<file path="src/rtl/vga_timing_gen_if.sv">
// Raster bus shared by the timing generator, the clock renderer and the VGA pin driver.
// Counter names keep the renderer's existing horizCounter/vertCounter spelling.
interface vga_timing_gen_if;
    logic       pixel_in;
    logic [9:0] horizCounter;
    logic [9:0] vertCounter;
    logic       display_on;
    logic       line_start;
    logic       frame_start;
    logic       refresh_req;
    logic       vga_hs;
    logic       vga_vs;
    logic [1:0] vga_r;
    logic [1:0] vga_g;
    logic [1:0] vga_b;

    // Timing generator side: owns the counters, strobes and pins.
    modport master (
        input  pixel_in,
        output horizCounter, vertCounter, display_on, line_start, frame_start,
        output refresh_req, vga_hs, vga_vs, vga_r, vga_g, vga_b
    );

    // Renderer / board side: supplies the pixel, observes everything else.
    modport slave (
        output pixel_in,
        input  horizCounter, vertCounter, display_on, line_start, frame_start,
        input  refresh_req, vga_hs, vga_vs, vga_r, vga_g, vga_b
    );
endinterface

</file>
<file path="src/rtl/vga_timing_gen.sv">
// VGA raster timing generator: column/line counters, line/frame strobes, periodic
// renderer refresh request, and a two-stage pipeline aligning pixel_in with sync/blank.
module vga_timing_gen #(
    parameter int unsigned H_ACTIVE       = 640,
    parameter int unsigned H_FP           = 16,
    parameter int unsigned H_SYNC         = 96,
    parameter int unsigned H_BP           = 48,
    parameter int unsigned V_ACTIVE       = 480,
    parameter int unsigned V_FP           = 10,
    parameter int unsigned V_SYNC         = 2,
    parameter int unsigned V_BP           = 33,
    parameter logic        SYNC_POL       = 1'b0,
    parameter int unsigned REFRESH_FRAMES = 60,
    parameter logic [5:0]  FG_RGB         = 6'b111111,
    parameter logic [5:0]  BG_RGB         = 6'b000000
) (
    input  logic             clk,
    input  logic             reset,
    vga_timing_gen_if.master bus
);

    localparam int unsigned H_TOTAL = H_ACTIVE + H_FP + H_SYNC + H_BP;
    localparam int unsigned V_TOTAL = V_ACTIVE + V_FP + V_SYNC + V_BP;

    localparam logic [9:0] H_LAST       = 10'(H_TOTAL - 1);
    localparam logic [9:0] V_LAST       = 10'(V_TOTAL - 1);
    localparam logic [9:0] H_ACT        = 10'(H_ACTIVE);
    localparam logic [9:0] V_ACT        = 10'(V_ACTIVE);
    localparam logic [9:0] H_SYNC_FIRST = 10'(H_ACTIVE + H_FP);
    localparam logic [9:0] H_SYNC_LAST  = 10'(H_ACTIVE + H_FP + H_SYNC - 1);
    localparam logic [9:0] V_SYNC_FIRST = 10'(V_ACTIVE + V_FP);
    localparam logic [9:0] V_SYNC_LAST  = 10'(V_ACTIVE + V_FP + V_SYNC - 1);
    localparam logic [5:0] FRAME_LAST   = 6'(REFRESH_FRAMES - 1);

    // Raster counters and refresh frame counter
    logic [9:0] h_q, h_d;
    logic [9:0] v_q, v_d;
    logic [5:0] frame_q, frame_d;

    // Stage 1: decodes delayed one cycle to line up with pixel_in
    logic de_d1_q, de_d1_d;
    logic hs_d1_q, hs_d1_d;
    logic vs_d1_q, vs_d1_d;

    // Stage 2: registered pins
    logic       vga_hs_q, vga_hs_d;
    logic       vga_vs_q, vga_vs_d;
    logic [5:0] rgb_q, rgb_d;

    logic h_last, v_last;
    logic de_raw, hs_raw, vs_raw;

    always_comb begin
        h_last = (h_q == H_LAST);
        v_last = (v_q == V_LAST);
        de_raw = (h_q < H_ACT) && (v_q < V_ACT);
        hs_raw = (h_q >= H_SYNC_FIRST) && (h_q <= H_SYNC_LAST);
        vs_raw = (v_q >= V_SYNC_FIRST) && (v_q <= V_SYNC_LAST);
    end

    // NOTE: every variable assigned in this always_comb gets a default first, so no latch is inferred.
    always_comb begin
        h_d     = h_q + 10'd1;
        v_d     = v_q;
        frame_d = frame_q;
        if (h_last) begin
            h_d = '0;
            if (v_last) begin
                v_d     = '0;
                frame_d = (frame_q == FRAME_LAST) ? '0 : frame_q + 6'd1;
            end else begin
                v_d = v_q + 10'd1;
            end
        end
    end

    always_comb begin
        de_d1_d  = de_raw;
        hs_d1_d  = hs_raw;
        vs_d1_d  = vs_raw;
        vga_hs_d = hs_d1_q ? SYNC_POL : ~SYNC_POL;
        vga_vs_d = vs_d1_q ? SYNC_POL : ~SYNC_POL;
        rgb_d    = '0;
        if (de_d1_q) begin
            rgb_d = bus.pixel_in ? FG_RGB : BG_RGB;
        end
    end

    // NOTE: reset is synchronous, so it is only honoured on the clock edge; all state uses non-blocking <=.
    always_ff @(posedge clk) begin
        if (reset) begin
            h_q      <= '0;
            v_q      <= '0;
            frame_q  <= '0;
            de_d1_q  <= 1'b0;
            hs_d1_q  <= 1'b0;
            vs_d1_q  <= 1'b0;
            vga_hs_q <= ~SYNC_POL;
            vga_vs_q <= ~SYNC_POL;
            rgb_q    <= '0;
        end else begin
            h_q      <= h_d;
            v_q      <= v_d;
            frame_q  <= frame_d;
            de_d1_q  <= de_d1_d;
            hs_d1_q  <= hs_d1_d;
            vs_d1_q  <= vs_d1_d;
            vga_hs_q <= vga_hs_d;
            vga_vs_q <= vga_vs_d;
            rgb_q    <= rgb_d;
        end
    end

    // Strobes are gated by reset so the renderer never sees a start while held.
    assign bus.horizCounter = h_q;
    assign bus.vertCounter  = v_q;
    assign bus.display_on   = de_raw;
    assign bus.line_start   = (h_q == '0) && !reset;
    assign bus.frame_start  = (h_q == '0) && (v_q == '0) && !reset;
    assign bus.refresh_req  = (frame_q == FRAME_LAST) && (v_q == V_ACT) && !reset;
    assign bus.vga_hs       = vga_hs_q;
    assign bus.vga_vs       = vga_vs_q;
    assign bus.vga_r        = rgb_q[5:4];
    assign bus.vga_g        = rgb_q[3:2];
    assign bus.vga_b        = rgb_q[1:0];

endmodule

</file>
<file path="src/flat_wrapper.sv">
// flat-port wrapper written by rule: the top's interface ports become plain ports
module vga_timing_gen_flat 
#(
    parameter int unsigned H_ACTIVE       = 640,
    parameter int unsigned H_FP           = 16,
    parameter int unsigned H_SYNC         = 96,
    parameter int unsigned H_BP           = 48,
    parameter int unsigned V_ACTIVE       = 480,
    parameter int unsigned V_FP           = 10,
    parameter int unsigned V_SYNC         = 2,
    parameter int unsigned V_BP           = 33,
    parameter logic        SYNC_POL       = 1'b0,
    parameter int unsigned REFRESH_FRAMES = 60,
    parameter logic [5:0]  FG_RGB         = 6'b111111,
    parameter logic [5:0]  BG_RGB         = 6'b000000
)
  (clk, reset, bus_pixel_in, bus_horizCounter, bus_vertCounter, bus_display_on, bus_line_start, bus_frame_start, bus_refresh_req, bus_vga_hs, bus_vga_vs, bus_vga_r, bus_vga_g, bus_vga_b);
  vga_timing_gen_if bus_i ();
  input  logic clk;
  input  logic reset;
  input wire logic [$bits(bus_i.pixel_in)-1:0] bus_pixel_in;
  output wire logic [$bits(bus_i.horizCounter)-1:0] bus_horizCounter;
  output wire logic [$bits(bus_i.vertCounter)-1:0] bus_vertCounter;
  output wire logic [$bits(bus_i.display_on)-1:0] bus_display_on;
  output wire logic [$bits(bus_i.line_start)-1:0] bus_line_start;
  output wire logic [$bits(bus_i.frame_start)-1:0] bus_frame_start;
  output wire logic [$bits(bus_i.refresh_req)-1:0] bus_refresh_req;
  output wire logic [$bits(bus_i.vga_hs)-1:0] bus_vga_hs;
  output wire logic [$bits(bus_i.vga_vs)-1:0] bus_vga_vs;
  output wire logic [$bits(bus_i.vga_r)-1:0] bus_vga_r;
  output wire logic [$bits(bus_i.vga_g)-1:0] bus_vga_g;
  output wire logic [$bits(bus_i.vga_b)-1:0] bus_vga_b;
  assign bus_i.pixel_in = bus_pixel_in;
  assign bus_horizCounter = bus_i.horizCounter;
  assign bus_vertCounter = bus_i.vertCounter;
  assign bus_display_on = bus_i.display_on;
  assign bus_line_start = bus_i.line_start;
  assign bus_frame_start = bus_i.frame_start;
  assign bus_refresh_req = bus_i.refresh_req;
  assign bus_vga_hs = bus_i.vga_hs;
  assign bus_vga_vs = bus_i.vga_vs;
  assign bus_vga_r = bus_i.vga_r;
  assign bus_vga_g = bus_i.vga_g;
  assign bus_vga_b = bus_i.vga_b;
  vga_timing_gen #(.H_ACTIVE(H_ACTIVE), .H_FP(H_FP), .H_SYNC(H_SYNC), .H_BP(H_BP), .V_ACTIVE(V_ACTIVE), .V_FP(V_FP), .V_SYNC(V_SYNC), .V_BP(V_BP), .SYNC_POL(SYNC_POL), .REFRESH_FRAMES(REFRESH_FRAMES), .FG_RGB(FG_RGB), .BG_RGB(BG_RGB)) u_core (.clk(clk), .reset(reset), .bus(bus_i));
endmodule
</file>
<file path="config.mk">
export PLATFORM = sky130hd
export DESIGN_NAME = vga_timing_gen_flat
export DESIGN_NICKNAME = d
export VERILOG_FILES = /design/src/rtl/vga_timing_gen_if.sv /design/src/rtl/vga_timing_gen.sv /design/src/flat_wrapper.sv
export SDC_FILE = /design/constraint.sdc
export NUM_CORES = 1
export LEC_CHECK = 0
export ABC_AREA = 1
export BUFFER_PORTS_ARGS = -buffer_cell sky130_fd_sc_hd__buf_2
export CAP_MARGIN = 20
export CORE_MARGIN = 2
export CORE_UTILIZATION = 49
export CTS_CLUSTER_SIZE = 8
export DETAILED_ROUTE_END_ITERATION = 12
export GPL_ROUTABILITY_DRIVEN = 0
export PLACE_DENSITY = 0.74
export SKIP_CTS_REPAIR_TIMING = 1
export SYNTH_ARGS = -nofsm -noshare
export SYNTH_HDL_FRONTEND = slang
export SYNTH_SLANG_ARGS = --single-unit
</file>
<file path="constraint.sdc">
create_clock -name clk -period 1.3 [get_ports clk]
set_input_delay 0.39 -clock clk [delete_from_list [all_inputs] [get_ports clk]]
set_output_delay 0.39 -clock clk [all_outputs]
set_load 0.02 [all_outputs]
</file>
* Yosys cells after proc, flatten, opt, wreduce, memory -nomap -nowiden
Index checks and enable logic that the tools add are counted.
** Word-level totals
- Register bits after elaboration :: 37
- Bits in latches :: 0
- RAM bits :: 0
- Memory bits (read-only) :: 0
- Bits of input ports :: 3
- Output and inout bits :: 32
- Word-level logic and storage cells :: 42
- Memories kept :: 0
** Operators by class
- Add/sub/neg operators :: 3
- Multiply operators :: 0
- Divide/modulo/power cells :: 0
- $lt $le $gt $ge :: 6
- Equality and inequality tests :: 4
- Shift-type cells :: 0
- Multiplexer cells :: 5
- Bitwise logic cells :: 1
- Reductions and logical operators :: 14
** Operators with widths (number)
- $add A10 B1 Y10 const B :: 2
- $eq A10 B10 Y1 const B :: 2
- $logic_not A10 Y1 :: 2
- $mux W6 :: 2
- $eq A10 B9 Y1 const B :: 1
- $ge A10 B10 Y1 const B :: 1
- $ge A10 B9 Y1 const B :: 1
- $le A10 B10 Y1 const B :: 1
- $le A10 B9 Y1 const B :: 1
- $lt A10 B10 Y1 const B :: 1
- $lt A10 B9 Y1 const B :: 1
- $mux W10 :: 1
- $logic_and A1 B1 Y1 :: 8
- $add A6 B1 Y6 const B :: 1
- $eq A6 B6 Y1 const B :: 1
- $reduce_or A2 Y1 :: 2
- $mux W1 :: 2
- $reduce_and A2 Y1 :: 1
- $logic_not A1 Y1 :: 1
- $not A1 Y1 :: 1

* Logic depth before layout (Yosys ltp)
Gate-level depths: netlist of run 1.
- Depth in word-level cells :: 3
- Mapped depth :: 9
- Mapped depth without buffers :: 9

* Worst setup path before layout of run 1
Ideal clock, no wire load.
- Kind :: reg-to-output
- Start point :: register u_core.v_q[7], in the netlist u_core.bus.vertCounter[7]
- End point :: output port bus_refresh_req
- Arrival time :: 1486 ps
- Data required time :: 910 ps
- Slack :: -576 ps
- Cell stages (with the launch flop) :: 5
- Path buffers :: 0
- Cell sequence :: dfxtp_1 > nand2_1 > inv_1 > nand3_1 > nor4_1
** Between the ends
- Cells in the longest elaborated chain, start to end :: 3
** RTL lines
- start: declaration :: RTL line vga_timing_gen.sv:37 : logic [9:0] v_q, v_d;
- start signal: assignment :: RTL line vga_timing_gen.sv:103 : v_q <= v_d;
- $eq A10 B9 Y1 :: RTL line vga_timing_gen.sv:120 : assign bus.refresh_req = (frame_q == FRAME_LAST) && (v_q == V_ACT) && !reset;
- $logic_and A1 B1 Y1 (2 in series) :: RTL line vga_timing_gen.sv:120
- end: declaration :: RTL line flat_wrapper.sv:27 : output wire logic [$bits(bus_i.refresh_req)-1:0] bus_refresh_req;
Every way passes these cells.

* Final worst setup path of run 1
- Start point :: register u_core.v_q[6], in the netlist u_core.bus.vertCounter[6]
- End point :: output port bus_refresh_req
Same word-level chain as after synthesis.

==> results.txt, run 1 <==
----------------------------------------------------
[Run status]
  Status ... finished with violations
  Violated checks ... negative setup slack

[Floorplan]
  Floorplan die height ... 64.3 um
  Die area ... 0.00414 sq mm
  Site row count ... 21
  Effective utilization at floorplan ... 0.522
  Count of boundary I/O pins ... 35
  Core footprint ... 0.00342 sq mm
  Overall die width ... 64.3 um

[Power and ir drop]
  Proportion of power drawn by combinational gates ... 0.145
  Internal Pwr Total ... 1.29 mW
  Static Leak ... 1.30 nW
  P per Cell Area ... 584 mW/mm^2
  Net switching share of the total power ... 0.289
  Clock network fraction of design power ... 0.313
  Final Total Pwr ... 1.82 mW
  VDD IR max ... between 0.0005 and 0.0006 V
  Psw ... between 500 and 600 uW
  Flop pwr share ... 0.541

[Timing]
  Top achievable clock speed ... between 0.5 and 0.6 GHz
  Setup-violating endpoint count in the final report ... 51
  Worst-Margin Slew ... 521 ps
  Final critical-path share of the clock period ... 1.44
  Setup Skew ... around 15 ps
  Shortest period the worst path allows ... 1870 ps
  Hold violation count in the final report ... 0
  RSZ-0062 raised after global routing ... true
  Crit path setup slack, layout ... -572 ps
  Remaining max-slew budget at the tightest pin ... 0.644
  Max Slew Vio Count ... 0

[Global route]
  Via count of the first global-routing pass ... roughly 1,800
  Antenna violations before repair ... 0
  Total overflow reported by the global router ... 0
  Overall fraction of global-route tracks in use ... 0.245
  First-pass GRT wire length ... 7800 um
  Pin count of the biggest net entering global routing ... 11

[CTS]
  Clock tree buffer depth ... 2
  Number of H-tree levels ... 2
  Clock transition at path regs ... 110 ps
  Number of CTS-inserted buffers ... 5
  Clock tree from TritonCTS ... done
  Number of sinks on the clock net ... 32
  Cell at the root of the clock tree ... sky130_fd_sc_hd__clkbuf_4
  Insertion delay to the later sink of the worst-skew pair ... 360 ps

[Cells and area]
  Synthesis-to-finish area growth ... 74.5%
  Final #Nets ... 361
  Post-layout utilization of the core ... 0.911
  Count of antenna diodes in the layout ... 0
  Finished Layout Cells ... 399
  Fraction of final layout cells with drive strength greater than 1 ... 0.595
  Area of all placed cells without fillers ... 0.00311 sq mm

[Placed design]
  Placed Cells ... 383
  Count of input and output buffers ... 34
  Placed wire-length estimate ... approximately 3700 um
  Post-place instance area ... between 0.002 and 0.003 sq mm

[Hold path]
  Hold path startpoint ... bus_pixel_in
  Tightest Hold Check Type ... input pin to flop

[Detailed routing]
  Number of vias after detailed routing ... between 2,000 and 2,500
  Remaining antenna violation count after routing ... 0
  Count of TritonRoute iterations in the first routing pass ... 5
  Final routed wire length divided by cell count ... ~18 um
  Remaining design rule violation count ... 0
  DRT iter0 DRCs ... approximately 250
  Via-per-instance ratio ... 5.65
  Routed Wire Length ... 7260 um

[Synthesis]
  Async set-or-reset flop fraction in the synthesized netlist ... 0
  Unique cell type count in the Yosys netlist ... 31
  Library cell with the largest summed area after synthesis ... sky130_fd_sc_hd__dfxtp_1
  Number of enable flip-flop cells after synthesis ... 0
  Synth Instances ... 259
  Synthesized netlist net count ... 268
  Commonest cells in the netlist ... 56 x sky130_fd_sc_hd__nand2_1, 40 x sky130_fd_sc_hd__nor2_1, 33 x sky130_fd_sc_hd__inv_1, 32 x sky130_fd_sc_hd__dfxtp_1, 22 x sky130_fd_sc_hd__nand3_1
  Proportion of netlist area held by the largest area contributor ... 0.359
  Sequential fraction of the synthesis area ... 0.359
  Combined area of all synthesized cells ... 0.00178 sq mm
  Top cells by area in the synthesized netlist ... sky130_fd_sc_hd__dfxtp_1 36%, sky130_fd_sc_hd__nand2_1 12%, sky130_fd_sc_hd__nor2_1 8.4%
  Synth Area per Inst ... 6.88 sq um
  Number of synthesized register bits ... 32
  Warnings, synthesis ... 0
  Most common cell in the synthesized netlist ... sky130_fd_sc_hd__nand2_1
  Top FF cell, synth ... sky130_fd_sc_hd__dfxtp_1

[Worst setup path]
  Data required, critical path ... 910 ps
  End of the worst register-to-register path ... u_core.bus.vertCounter[6]
  Reg2reg setup slack ... -310 ps
  Worst setup path class ... flop to primary output
  Critical Path Sink Type ... primary output
  Worst reg2reg path depth ... 8
  Worst-path maximum fanout ... 4
  Worst R2R Start ... u_core.bus.horizCounter[0]
  Critical path startpoint ... u_core.bus.vertCounter[6]
  Arrival time worst endpoint ... 1480 ps
  Kind of start point of the critical path ... flop
  Worst setup path endpoint ... bus_refresh_req

[Run]
  Max-Cap Viols ... 0

----------------------------------------------------
==> per-layer routing <==
layer	up-vias	global-route usage	share of wire
li1	1008	-	-
met2	140	0.430	0.51
met5	-	0	0
met1	1064	0.293	0.37
met4	0	0.0931	0.055
met3	42	0.0493	0.062
==> final cells by class <==
cell class,instances,area [sq um]
multi-input combinational,181,1290
timing repair buffer,95,863
sequential,32,694
fill,133,304
inverter,37,154
tap,46,57.6
clock buffer,5,37.5
clock inverter,3,13.8
==> state kept, by name, summed over array words and instances (netlist names) <==
name	flops
u_core.de_d1_q	1
u_core.vs_d1_q	1
u_core.bus.vertCounter	10
u_core.hs_d1_q	1
u_core.frame_q	6
u_core.bus.vga_hs	1
u_core.rgb_q	1
u_core.bus.vga_vs	1
u_core.bus.horizCounter	10
==> kinds of logic after synthesis <==
family | after synthesis | synth area share
AOI/OAI and AO/OA | 26 | 0.0856
xor gates and xnor gates | 2 | 0.00983
adders and majority gates | 6 | 0.0421
buffers and inverters | 46 | 0.116
DFF | 32 | 0.359
and+or+nand+nor | 147 | 0.387
==> power groups by stage <==
stage | logic [mW] | registers [mW] | clock network [mW]
floorplan | 0.103 | 1.03 | 0
global placement | 0.183 | 1.01 | 0
detailed placement | 0.185 | 1.01 | 0
CTS | 0.185 | 0.988 | 0.549
global route | 0.278 | 0.985 | 0.592
finish | 0.264 | 0.984 | 0.570
==> worst max-delay path: stages, from the launching register on <==
cell	delay [ps]
sky130_fd_sc_hd__dfxtp_2	400
sky130_fd_sc_hd__buf_6	110
sky130_fd_sc_hd__nand2_2	40
sky130_fd_sc_hd__inv_2	80
sky130_fd_sc_hd__nand3_4	100
sky130_fd_sc_hd__nor4_4	210
sky130_fd_sc_hd__buf_4	180
==> how the worst min path moves through the flow <==
stage,end,slack [ps],cells after the start
after floorplan,u_core.bus.vga_hs,350,1
after global placement,u_core.bus.vga_vs,360,1
after detailed placement,u_core.bus.vga_vs,370,1
after CTS,u_core.rgb_q[4],300,3
after global routing,u_core.rgb_q[4],290,3
final,u_core.rgb_q[4],290,3
==> cells in the final DEF, fill, tap and decap left out, types with 10 or more instances in the layout <==
| master | instances |
|---|---|
| sky130_fd_sc_hd__buf_4 | 44 |
| sky130_fd_sc_hd__nand2_1 | 42 |
| sky130_fd_sc_hd__buf_6 | 38 |
| sky130_fd_sc_hd__nor2_1 | 25 |
| sky130_fd_sc_hd__inv_1 | 24 |
| sky130_fd_sc_hd__dfxtp_2 | 16 |
| sky130_fd_sc_hd__nand3_1 | 15 |
| sky130_fd_sc_hd__nand2_2 | 14 |
| sky130_fd_sc_hd__nor2_4 | 12 |
| sky130_fd_sc_hd__buf_2 | 10 |
==> through the flow <==
| stage | hold WS, ps | worst slack, ps | TNS [ps] |
|---|---|---|---|
| 3_5_place_dp | 366 | -263 | -4140 |
| 5_1_grt | 292 | -611 | -10580 |
| 3_3_place_gp | 357 | -219 | -3750 |
| 4_1_cts | 297 | -646 | -7340 |
| 2_1_floorplan | 351 | -115 | -427 |
| 6_report | 294 | -572 | -8760 |
Power figures use the tool's default switching activity.
==> run 2, diff against run 1 <==
--- a/config.mk
+++ b/config.mk
@@ -8,12 +8,14 @@
 export ABC_AREA = 1
 export BUFFER_PORTS_ARGS = -buffer_cell sky130_fd_sc_hd__buf_2
 export CAP_MARGIN = 20
+export CELL_PAD_IN_SITES_DETAIL_PLACEMENT = 1
+export CELL_PAD_IN_SITES_GLOBAL_PLACEMENT = 1
 export CORE_MARGIN = 2
-export CORE_UTILIZATION = 49
+export CORE_UTILIZATION = 35
 export CTS_CLUSTER_SIZE = 8
 export DETAILED_ROUTE_END_ITERATION = 12
 export GPL_ROUTABILITY_DRIVEN = 0
-export PLACE_DENSITY = 0.74
+export PLACE_DENSITY = 0.75
 export SKIP_CTS_REPAIR_TIMING = 1
 export SYNTH_ARGS = -nofsm -noshare
 export SYNTH_HDL_FRONTEND = slang
==> results.txt, run 2 (same netlist as run 1, synthesis figures left out) <==
----------------------------------------------------
[Worst setup path]
  Worst setup path class ... flop to primary output
  Ordered cell list for the critical path ... nor2_2, nand4_1, nor3_4, buf_6
  Peak per-stage delay on the critical path ... 340 ps (-60 ps)
  Kind of start point of the critical path ... flop
  Arrival time worst endpoint ... 1480 ps (about the same)
  Data required, critical path ... 910 ps (about the same)
  Critical Path Sink Type ... primary output
  Number of logic stages on the critical path including buffering ... 4 (-2)
  End of the worst register-to-register path ... u_core.bus.vertCounter[3]
  Worst-path maximum fanout ... 2 (-2)
  Slowest cell on the critical path ... sky130_fd_sc_hd__dfxtp_2
  Worst setup path endpoint ... bus_frame_start
  WP buf/inv ... 1 (-2)
  Worst R2R Start ... u_core.bus.horizCounter[0]
  Top Family by Delay on Critical Path ... simple AND/OR/NAND/NOR gates
  Critical path startpoint ... u_core.bus.horizCounter[5]
  Reg2reg setup slack ... -310 ps (about the same)
  Worst reg2reg path depth ... 11 (+3)

[Power and ir drop]
  Proportion of power drawn by combinational gates ... 0.118 (-0.027)
  Final Total Pwr ... 2.10 mW (+15%)
  Internal Pwr Total ... 1.52 mW (+18%)
  Clock network fraction of design power ... 0.409 (+0.096)
  P per Cell Area ... 672 mW/mm^2 (+15%)
  VDD IR max ... 0.000666 V (+24%)
  Net switching share of the total power ... 0.274 (-0.0146)
  Flop pwr share ... 0.473 (-0.068)
  Psw ... 574 uW (+9.4%)
  Static Leak ... 1.37 nW (+5.4%)

[Placed design]
  Worst setup slack before clock tree synthesis ... -265 ps (-1.39 ps)
  Placed Cells ... 406 (+6.0%)
  Placed wire-length estimate ... 4590 um (+26%)
  Post-place instance area ... 0.00253 sq mm (+1.1%)
  Count of input and output buffers ... 34 (unchanged)

[CTS]
  Clock transition at path regs ... 80 ps (-30 ps)
  Number of sinks on the clock net ... 32 (unchanged)
  Number of H-tree levels ... 2 (unchanged)
  Clock tree from TritonCTS ... done
  Number of CTS-inserted buffers ... 5 (unchanged)
  Cell at the root of the clock tree ... sky130_fd_sc_hd__clkbuf_8
  Clock tree buffer depth ... 2 (unchanged)
  Insertion delay to the later sink of the worst-skew pair ... 300 ps (-60 ps)

[Floorplan]
  Site row count ... 25 (+19%)
  Core footprint ... 0.00482 sq mm (+41%)
  Overall die width ... 75.4 um (+17%)
  Die area ... 0.00568 sq mm (+37%)
  Floorplan die height ... 75.4 um (+17%)
  Count of boundary I/O pins ... 35 (unchanged)
  Effective utilization at floorplan ... 0.370 (-0.152)

[Detailed routing]
  Remaining antenna violation count after routing ... 0 (unchanged)
  Count of TritonRoute iterations in the first routing pass ... 4 (-1)
  Via-per-instance ratio ... 5.19 (-8.2%)
  Number of vias after detailed routing ... 2,205 (-2.2%)
  Routed Wire Length ... 8290 um (+14%)
  Met1 WL ... 3270 um (+21%)
  DRT iter0 DRCs ... 102 (-59%)
  Met2 WL post-DR ... 4490 um (+22%)
  Met3 wirelength from detailed routing ... 255 um (-43%)
  Top layer in use ... met4
  Remaining design rule violation count ... 0 (unchanged)
  Final routed wire length divided by cell count ... 19.5 um (+7.2%)

[Cells and area]
  Finished Layout Cells ... 425 (+6.5%)
  Most used cells in the layout excluding fill and tap cells ... 50 x sky130_fd_sc_hd__buf_4, 42 x sky130_fd_sc_hd__nand2_1, 35 x sky130_fd_sc_hd__buf_6
  Most frequent standard cell in the layout excluding fill and tap cells ... sky130_fd_sc_hd__buf_4
  Fraction of final layout cells with drive strength greater than 1 ... 0.584 (-0.0111)
  Count of antenna diodes in the layout ... 0 (unchanged)
  Final #Nets ... 366 (+1.4%)
  Area of all placed cells without fillers ... 0.00312 sq mm (+0.20%)
  Synthesis-to-finish area growth ... 74.9%

[Timing]
  Setup-violating endpoint count in the final report ... 38 (-25%)
  RSZ-0062 raised after global routing ... true
  Crit path setup slack, layout ... -568 ps (+3.60 ps)
  Max Slew Vio Count ... 0 (unchanged)
  Top achievable clock speed ... 0.535 GHz (+0.19%)
  Remaining max-slew budget at the tightest pin ... 0.787 (+0.143)
  Final critical-path share of the clock period ... 1.44 (-0.00277)
  Shortest period the worst path allows ... 1870 ps (-3.60 ps)
  Setup Skew ... 7.04 ps (-7.56 ps)
  Hold violation count in the final report ... 0 (unchanged)
  Worst-Margin Slew ... 319 ps (-202 ps)

[Hold path]
  Tightest Hold Check Type ... input pin to flop

[Global route]
  First-pass GRT wire length ... 9310 um (+19%)
  Total overflow reported by the global router ... 0 (unchanged)
  Antenna violations before repair ... 0 (unchanged)
  Via count of the first global-routing pass ... 2,021 (+10%)
  Pin count of the biggest net entering global routing ... 10 (-1)
  Overall fraction of global-route tracks in use ... 0.221 (-0.0244)

[Run]
  Max-Cap Viols ... 0 (unchanged)

[Run status]
  Status ... finished with violations
  Violated checks ... negative setup slack

----------------------------------------------------
==> run 2: worst min path at each step <==
stage | start | to | slack (ps) | cells past startpoint
detailed placement | u_core.hs_d1_q | u_core.bus.vga_hs | 360 | 1
finish | bus_pixel_in | u_core.rgb_q[4] | 310 | 3
global route | bus_pixel_in | u_core.rgb_q[4] | 330 | 3
CTS | bus_pixel_in | u_core.rgb_q[4] | 330 | 3
floorplan | u_core.hs_d1_q | u_core.bus.vga_hs | 350 | 1
global placement | u_core.hs_d1_q | u_core.bus.vga_hs | 360 | 1
==> run 2: power by group through the flow <==
stage / Sequential, mW / Combinational, mW / Clock (mW)
5_1_grt: 0.993 / 0.259 / 0.885
4_1_cts: 0.995 / 0.187 / 0.831
2_1_floorplan: 1.03 / 0.103 / 0
3_3_place_gp: 1.02 / 0.180 / 0
6_report: 0.992 / 0.247 / 0.857
3_5_place_dp: 1.02 / 0.187 / 0
==> run 2: final cells by class <==
type | instances | area, sq um
timing repair buffer | 100 | 870
clock buffer | 8 | 90.1
tap | 67 | 83.8
multi-input combinational | 181 | 1230
fill | 586 | 1700
sequential | 32 | 691
inverter | 37 | 151
==> run 2: per-stage QoR <==
step | util | TNS (ps) | hold slack [ps]
global route | 0.647 | -9140 | 325
detailed placement | 0.526 | -2880 | 363
global placement | 0.526 | -1780 | 360
finish | 0.647 | -7050 | 314
CTS | 0.545 | -5110 | 330
floorplan | - | -427 | 351
==> run 2: metal layers <==
layer / up-vias / GRT usage
li1: 1020 / -
met1: 1098 / 0.260
met2: 62 / 0.397
met3: 25 / 0.0437
met4: 0 / 0.0780
met5: - / 0
==> run 2: worst reg2reg max path: cells and delay by family, from the launching register on <==
family / cells / cell delay (ps)
and+or+nand+nor: 8 / 740
adders and majority gates: 1 / 170
DFF: 1 / 370
buffers and inverters: 2 / 240
